<file path="src/rtl/obf_key_site_ctrl_pkg.sv">
// obf_key_pkg: shared types for the obfuscation key-site controller.
// Site modes, controller states and the per-site mode function.
package obf_key_pkg;

    // Encoding is {odd D bit, even D bit} of the legacy key cells.
    typedef enum logic [1:0] {
        MODE_PASS = 2'b00,
        MODE_INV  = 2'b10,
        MODE_C1   = 2'b01,
        MODE_C0   = 2'b11
    } mode_e;

    typedef enum logic [1:0] {
        IDLE,
        LOAD,
        COMMIT,
        ERR
    } state_e;

    function automatic logic site_apply(input logic b, input mode_e m);
        logic y;
        y = 1'b0;
        unique case (m)
            MODE_PASS: y = b;
            MODE_INV:  y = ~b;
            MODE_C1:   y = 1'b1;
            MODE_C0:   y = 1'b0;
        endcase
        return y;
    endfunction

endpackage

</file>
<file path="src/rtl/obf_key_site_ctrl_site_cell.sv">
// obf_site_cell: combinational 1-bit mode application for one site.
// Ports: sig (net in), mode (2-bit site mode), y (obfuscated net).
module obf_site_cell
    import obf_key_pkg::*;
(
    input  logic       sig,
    input  logic [1:0] mode,
    output logic       y
);

    assign y = site_apply(sig, mode_e'(mode));

endmodule

</file>
<file path="src/rtl/obf_key_site_ctrl.sv">
// obf_key_site_ctrl: serial key loader with atomic commit that applies
// per-site 2-bit modes (pass/invert/const1/const0) to N_SITES nets.
// Ports: clk, rst (async, active-high), sig_in/sig_out (registered),
// key_vld/key_bit/key_rdy (LSB-first serial key), key_abort,
// key_loaded, busy; key_err only with OBF_KEY_PARITY_EN.
// Macro OBF_KEY_PARITY_EN: load carries a trailing even-parity bit;
// a bad parity locks the block in ERR (all sites const0) until rst.
module obf_key_site_ctrl
    import obf_key_pkg::*;
#(
    parameter int         N_SITES    = 6,
    parameter logic [1:0] RESET_MODE = 2'b11
) (
    input  logic               clk,
    input  logic               rst,
    input  logic [N_SITES-1:0] sig_in,
    output logic [N_SITES-1:0] sig_out,
    input  logic               key_vld,
    input  logic               key_bit,
    output logic               key_rdy,
    input  logic               key_abort,
    output logic               key_loaded,
    output logic               busy
`ifdef OBF_KEY_PARITY_EN
    ,
    output logic               key_err
`endif
);

    localparam int KEY_W = 2 * N_SITES;
`ifdef OBF_KEY_PARITY_EN
    localparam int LOAD_W = KEY_W + 1;
`else
    localparam int LOAD_W = KEY_W;
`endif
    localparam int CNT_W = $clog2(LOAD_W + 1);

    state_e             state_q;
    state_e             state_d;
    logic [LOAD_W-1:0]  shift_q;
    logic [CNT_W-1:0]   cnt_q;
    logic [KEY_W-1:0]   key_q;
    logic               loaded_q;

    logic               xfer;
    logic               last;
    logic               shift_en;
    logic               clr;
    logic               commit;
    logic               force_c0;
    logic [1:0]         mode_w [N_SITES];
    logic [N_SITES-1:0] cell_y;

    assign xfer = key_vld && key_rdy;
    assign last = (cnt_q == CNT_W'(LOAD_W - 1));

    always_ff @(posedge clk or posedge rst) begin
        if (rst) begin
            state_q <= IDLE;
        end else begin
            state_q <= state_d;
        end
    end

    always_comb begin
        state_d  = state_q;
        shift_en = 1'b0;
        clr      = 1'b0;
        commit   = 1'b0;
        key_rdy  = 1'b1;
        busy     = 1'b0;
        force_c0 = 1'b0;
        unique case (state_q)
            IDLE: begin
                // abort is ignored here; a transfer always starts a load
                if (xfer) begin
                    shift_en = 1'b1;
                    state_d  = LOAD;
                end
            end
            LOAD: begin
                busy = 1'b1;
                if (key_abort) begin
                    clr     = 1'b1;
                    state_d = IDLE;
                end else if (xfer) begin
                    shift_en = 1'b1;
                    if (last) begin
                        state_d = COMMIT;
                    end
                end
            end
            COMMIT: begin
                busy    = 1'b1;
                key_rdy = 1'b0;
                clr     = 1'b1;
`ifdef OBF_KEY_PARITY_EN
                if (^shift_q) begin
                    state_d = ERR;
                end else begin
                    commit  = 1'b1;
                    state_d = IDLE;
                end
`else
                commit  = 1'b1;
                state_d = IDLE;
`endif
            end
`ifdef OBF_KEY_PARITY_EN
            ERR: begin
                key_rdy  = 1'b0;
                force_c0 = 1'b1;
            end
`else
            default: begin
                state_d = IDLE;
            end
`endif
        endcase
    end

    always_ff @(posedge clk or posedge rst) begin
        if (rst) begin
            shift_q  <= '0;
            cnt_q    <= '0;
            key_q    <= {N_SITES{RESET_MODE}};
            loaded_q <= 1'b0;
            sig_out  <= '0;
        end else begin
            if (clr) begin
                shift_q <= '0;
                cnt_q   <= '0;
            end else if (shift_en) begin
                // shift right so the first bit ends at bit 0
                shift_q <= {key_bit, shift_q[LOAD_W-1:1]};
                cnt_q   <= cnt_q + 1'b1;
            end
            if (commit) begin
                key_q    <= shift_q[KEY_W-1:0];
                loaded_q <= 1'b1;
            end
            sig_out <= cell_y;
        end
    end

    for (genvar i = 0; i < N_SITES; i++) begin : g_site
        assign mode_w[i] = force_c0 ? 2'(MODE_C0) : key_q[2*i +: 2];
        obf_site_cell u_cell (
            .sig  (sig_in[i]),
            .mode (mode_w[i]),
            .y    (cell_y[i])
        );
    end

    assign key_loaded = loaded_q;
`ifdef OBF_KEY_PARITY_EN
    assign key_err = (state_q == ERR);
`endif

endmodule

</file>
<file path="config.mk">
export PLATFORM = sky130hd
export DESIGN_NAME = obf_key_site_ctrl
export DESIGN_NICKNAME = d
export VERILOG_FILES = /design/src/rtl/obf_key_site_ctrl_pkg.sv /design/src/rtl/obf_key_site_ctrl_site_cell.sv /design/src/rtl/obf_key_site_ctrl.sv
export SDC_FILE = /design/constraint.sdc
export NUM_CORES = 1
export LEC_CHECK = 0
export ABC_AREA = 1
export CAP_MARGIN = 10
export CORE_MARGIN = 2
export CORE_UTILIZATION = 58
export CTS_CLUSTER_SIZE = 25
export DETAILED_ROUTE_END_ITERATION = 6
export PLACE_DENSITY = 0.86
export SLEW_MARGIN = 10
export SYNTH_ARGS = -nofsm -noshare
export SYNTH_HDL_FRONTEND = slang
export SYNTH_SLANG_ARGS = --single-unit
</file>
<file path="constraint.sdc">
create_clock -name clk -period 3 [get_ports clk]
set_input_delay 0.6 -clock clk [delete_from_list [all_inputs] [get_ports clk]]
set_output_delay 0.6 -clock clk [all_outputs]
set_load 0.02 [all_outputs]
</file>
* Word-level counts from Yosys, hierarchy flattened *
Index checks and enable logic that the tools add are counted.

storage, ports and cells
  bits in registers = 37
  output and inout port bits = 9
  logic and storage cells = 71

operators by class
  $add $sub $neg = 1
  equality and inequality tests = 24
  muxes and demuxes = 23
  bitwise operators = 6
  reductions and logical operators = 11

operators by type and width
  operator                                                               number
  2-bit equality test, second input constant                             13
  12-bit 2-to-1 mux                                                      2
  1-bit case mux with 4 select lines                                     6
  2-bit by 1-bit equality test with 1-bit output, second input constant  7
  2-bit zero test                                                        7
  2-bit 2-to-1 mux                                                       4
  4-bit 2-to-1 mux                                                       2
  1-bit 2-to-1 mux                                                       6
  3-bit inequality test, second input constant                           2
  1-bit NOT                                                              6
  4-bit by 1-bit adder with 4-bit output, second input constant          1
  4-bit equality test, second input constant                             1
  1-bit case mux with 2 select lines                                     2
  2-bit case mux with 2 select lines                                     1
  3-bit AND reduction                                                    1
  2-bit inequality test, second input constant                           1
  2-bit nonzero test                                                     1
  2-bit OR reduction                                                     1
  1-bit logical AND                                                      1

* Depth between registers and ports, before layout *
  depth after elaboration = 8
  mapped depth = 10
  gate-level depth less buffers = 9

* Modules after synthesis *
From an unflattened synthesis, not the netlist that was laid out.

unflattened totals
  cell total of the unflattened synthesis = 215
  area total of the unflattened synthesis = 1704.1 um^2

modules (own cells, without submodules)
  module             instances  cells each  area an instance (um^2)
  obf_key_site_ctrl  1          167         1524.0
  obf_site_cell      6          8           30.0

* Worst setup path before layout *
OpenSTA, ideal clock, no wires.

  path type = reg2reg
  from = reg state_q[0]
  to = reg cnt_q[0]
  arrival time = 1.285 ns
  required time = 2.883 ns
  setup slack = 1.598 ns
  cell stages (with the launch flop) = 9
  buffers on the path = 1
  clock period less this slack = 1.402 ns
  cell sequence = dfrtp_1 inv_1 ha_1 nand2_2 nand2_2 inv_2 buf_6 nand2_1 nand2_1

on the way
  longest elaborated chain between the ends = 7
  elaborated cells on any way between the ends = 11

ends and longest elaborated chain
  what                                RTL line                                          source
  from (decl)                         obf_key_site_ctrl.sv:38                           state_e state_q;
  from (signal assigned)              obf_key_site_ctrl.sv:61                           state_q <= state_d;
  2-bit equality test                 obf_key_site_ctrl.sv:73                           unique case (state_q)
  1-bit 2-to-1 mux                    obf_key_site_ctrl.sv:73
  1-bit logical AND                   obf_key_site_ctrl.sv:54                           assign xfer = key_vld && key_rdy;
  1-bit 2-to-1 mux                    obf_key_site_ctrl.sv:76, obf_key_site_ctrl.sv:86
  1-bit 2-to-1 mux                    obf_key_site_ctrl.sv:83                           if (key_abort) begin
  1-bit case mux with 2 select lines  obf_key_site_ctrl.sv:73
  2-bit nonzero test (no line)        --
  to (signal assigned)                obf_key_site_ctrl.sv:136                          cnt_q <= cnt_q + 1'b1;
  to (decl)                           obf_key_site_ctrl.sv:41                           logic [CNT_W-1:0] cnt_q;

Several ways; a longest one is shown, not always the timed one.
A chain may end at the register's enable or synchronous reset.

* Final worst setup path *
  from = reg state_q[0]
  to = out key_rdy

on the way
  longest elaborated chain between the ends = 2

ends and longest elaborated chain
  what                 RTL line                 source
  2-bit equality test  obf_key_site_ctrl.sv:73
  1-bit 2-to-1 mux     obf_key_site_ctrl.sv:73
  to (decl)            obf_key_site_ctrl.sv:20  output logic key_rdy,

No other way between the ends.

==> results.md <==
* Critical path class: reg -> out
* Final hold violation count at 0
* Unrepaired setup endpoints after global routing: false
* DRT antenna net count at 0
* All-Layer GR Usage at 0.198
* DIE AREA at 3200 µm²
* Initial Utilization at 0.597
* Placed cell area at 1820 µm²
* Worst Skew at 0.00600 ns
* Final nets at 219
* Rows at 19
* Post CTS Setup Buffer Count at 0
* Synthesized area at 1600 µm²
* Die span in y at 56.6 µm
* Worst path required time at 2.40 ns
* Power, Total at 1.77 mW
* Iter 0 DRT Violations at 38
* Slew headroom at 0.524
* Mapped Cells at 179
* Layout cell share with drive strength beyond 1 at 0.147
* Clock buffer depth at 2
* Pwr Density at 941 nW/µm²
* Clock-pin transition on the worst setup and hold timing paths at 0.10 ns
* Latest clock arrival within the worst-skew pair at 0.33 ns
* Die Wd at 56.6 µm
* Area Overhead vs Synth at 17.1%
* Avg Inst Size Synth at 8.96 µm²
* Leak pwr at 0.949 nW
* Post-cts resize count at 0
* Final setup viols at 0
* Largest net degree at the start of global routing at 21
* Initial antenna violation count at 0
* Ant. Diodes at 0
* Hpwl dp at 1.98 mm
* WL/cell at 11.7 µm
* DRT Pass-1 Iters at 4
* Routed vias at 1167
* Vias in the first global route at 1134
* Critical Path End Type: output port
* CTS sink count at 37
* Synth Net Count at 194
* Commonest non-fill, non-tap cells in the layout: 82 x nand2_1, 25 x dfrtp_1, 19 x clkdlybuf4s50_1, 14 x inv_1, 12 x dfstp_2
* Global route overflow at 0
* Period minus WS final at 2.39 ns
* Synth cell types at 18
* Crit-path max FO at 8
* Final GP Congestion at 0.751
* CP startpoint kind: flop
* Number of port buffers at 19
* Vias per cell at 4.97
* First-pass GRT wire length at 4.72 mm
* Cts bufs inserted at 5
* Root Buffer: clkbuf_4
* CORE AREA at 2690 µm²
* Hold Path Class: reg -> reg
* Setup TNS at 0 ns
* Post-Route WL at 2.76 mm
* CTS tree: built
* Crit path DAT at 1.79 ns
* Sequential element share of the synthesized area at 0.587
* Outcome: finished clean
* F_max at 418 MHz
* Commonest non-fill, non-tap cell in the layout: nand2_1
* Max cap viols at 0
* Slew Limit Fails at 0
* Remaining DRCs at 0
* Yosys synthesis warning count at 0
* Period utilization at 0.797
* Maximum VDD drop at 0.000575 V
* Final instance area at 1880 µm²
* H-tree Lvls at 2
* Flops & latches, synth at 37
* Hold-fix buffers at CTS at 0
* Worst Tran Pin Value at 0.713 ns
* IO Count at 20
## synthesized netlist by cell type (all sizes together)
library cell	instances	area share
xor2	7	0.038
nand2	86	0.21
dfstp	12	0.20
nor2	10	0.028
a21boi	1	0.0047
ha	4	0.031
o21ai	6	0.019
nand4	1	0.0039
buf	4	0.020
nand3	4	0.012
dfrtp	25	0.39
inv	17	0.040
nand3b	1	0.0047
or2	1	0.0039
## path summary, 6_finish.rpt
check,startpoint,endpoint,slack (ns),cells past startpoint
max,state_q[0],key_rdy,0.61,4
min,key_q[2],key_q[2],0.47,2
max reg2reg,state_q[0],shift_q[5],1.25,8
min reg2reg,key_q[2],key_q[2],0.47,2
max in group asynchronous,rst,key_q[5],1.64,3
min in group asynchronous,rst,sig_out[2],0.69,2
## per-layer routing
layer  vias up  wire length, µm  global-route usage
li1        586                -                   -
met1       553             1160               0.229
met2        24             1440               0.334
met3         4              120              0.0438
met4         0               38               0.119
met5         -                0                   0
## stage by stage
step                      utilization  cells  hold slack, ns  setup slack [ns]
after detailed placement        0.679    228           0.450             0.983
after floorplan                     -    179           0.442              1.59
after global routing            0.699    235           0.478             0.515
after global placement          0.679    228           0.451              1.03
after CTS                       0.699    235           0.469             0.592
final                           0.699    235           0.467             0.610
## logic make-up (layout without fill, tap and decap cells)
group           count (synthesis)  after routing  share of synthesized area
xor+xnor                        7              7                     0.0382
simple gates                  103            103                      0.261
flops                          37             37                      0.587
fa+ha+maj                       4              4                     0.0312
compound gates                  7              7                     0.0234
buf+inv                        21             46                     0.0601
## area by class of cell
cell class | count | area [µm²]
fillers | 217 | 808
flip-flops and latches | 37 | 941
repair buffers | 22 | 213
inverters | 17 | 63.8
clock buffers | 7 | 55.1
well taps | 31 | 38.8
multi-input cells | 121 | 567
## flip-flops by register name, summed over array words and instances (netlist names)
name and count:
key_loaded 1, key_q 12, shift_q 12, cnt_q 4, state_q 2, sig_out 6
## critical path: stages, from the launching register on
cell and delay, ns:
dfrtp_1 0.39, inv_1 0.09, ha_1 0.22, inv_2 0.13
clkdlybuf4s50_1 0.62
## report_power, final
part / switching (mW) / internal (mW) / total (mW)
clock: 0.148 / 0.111 / 0.259
combinational: 0.406 / 0.272 / 0.678
sequential: 0.111 / 0.720 / 0.831
total: 0.665 / 1.10 / 1.77
(Power assumes the default switching activity.)
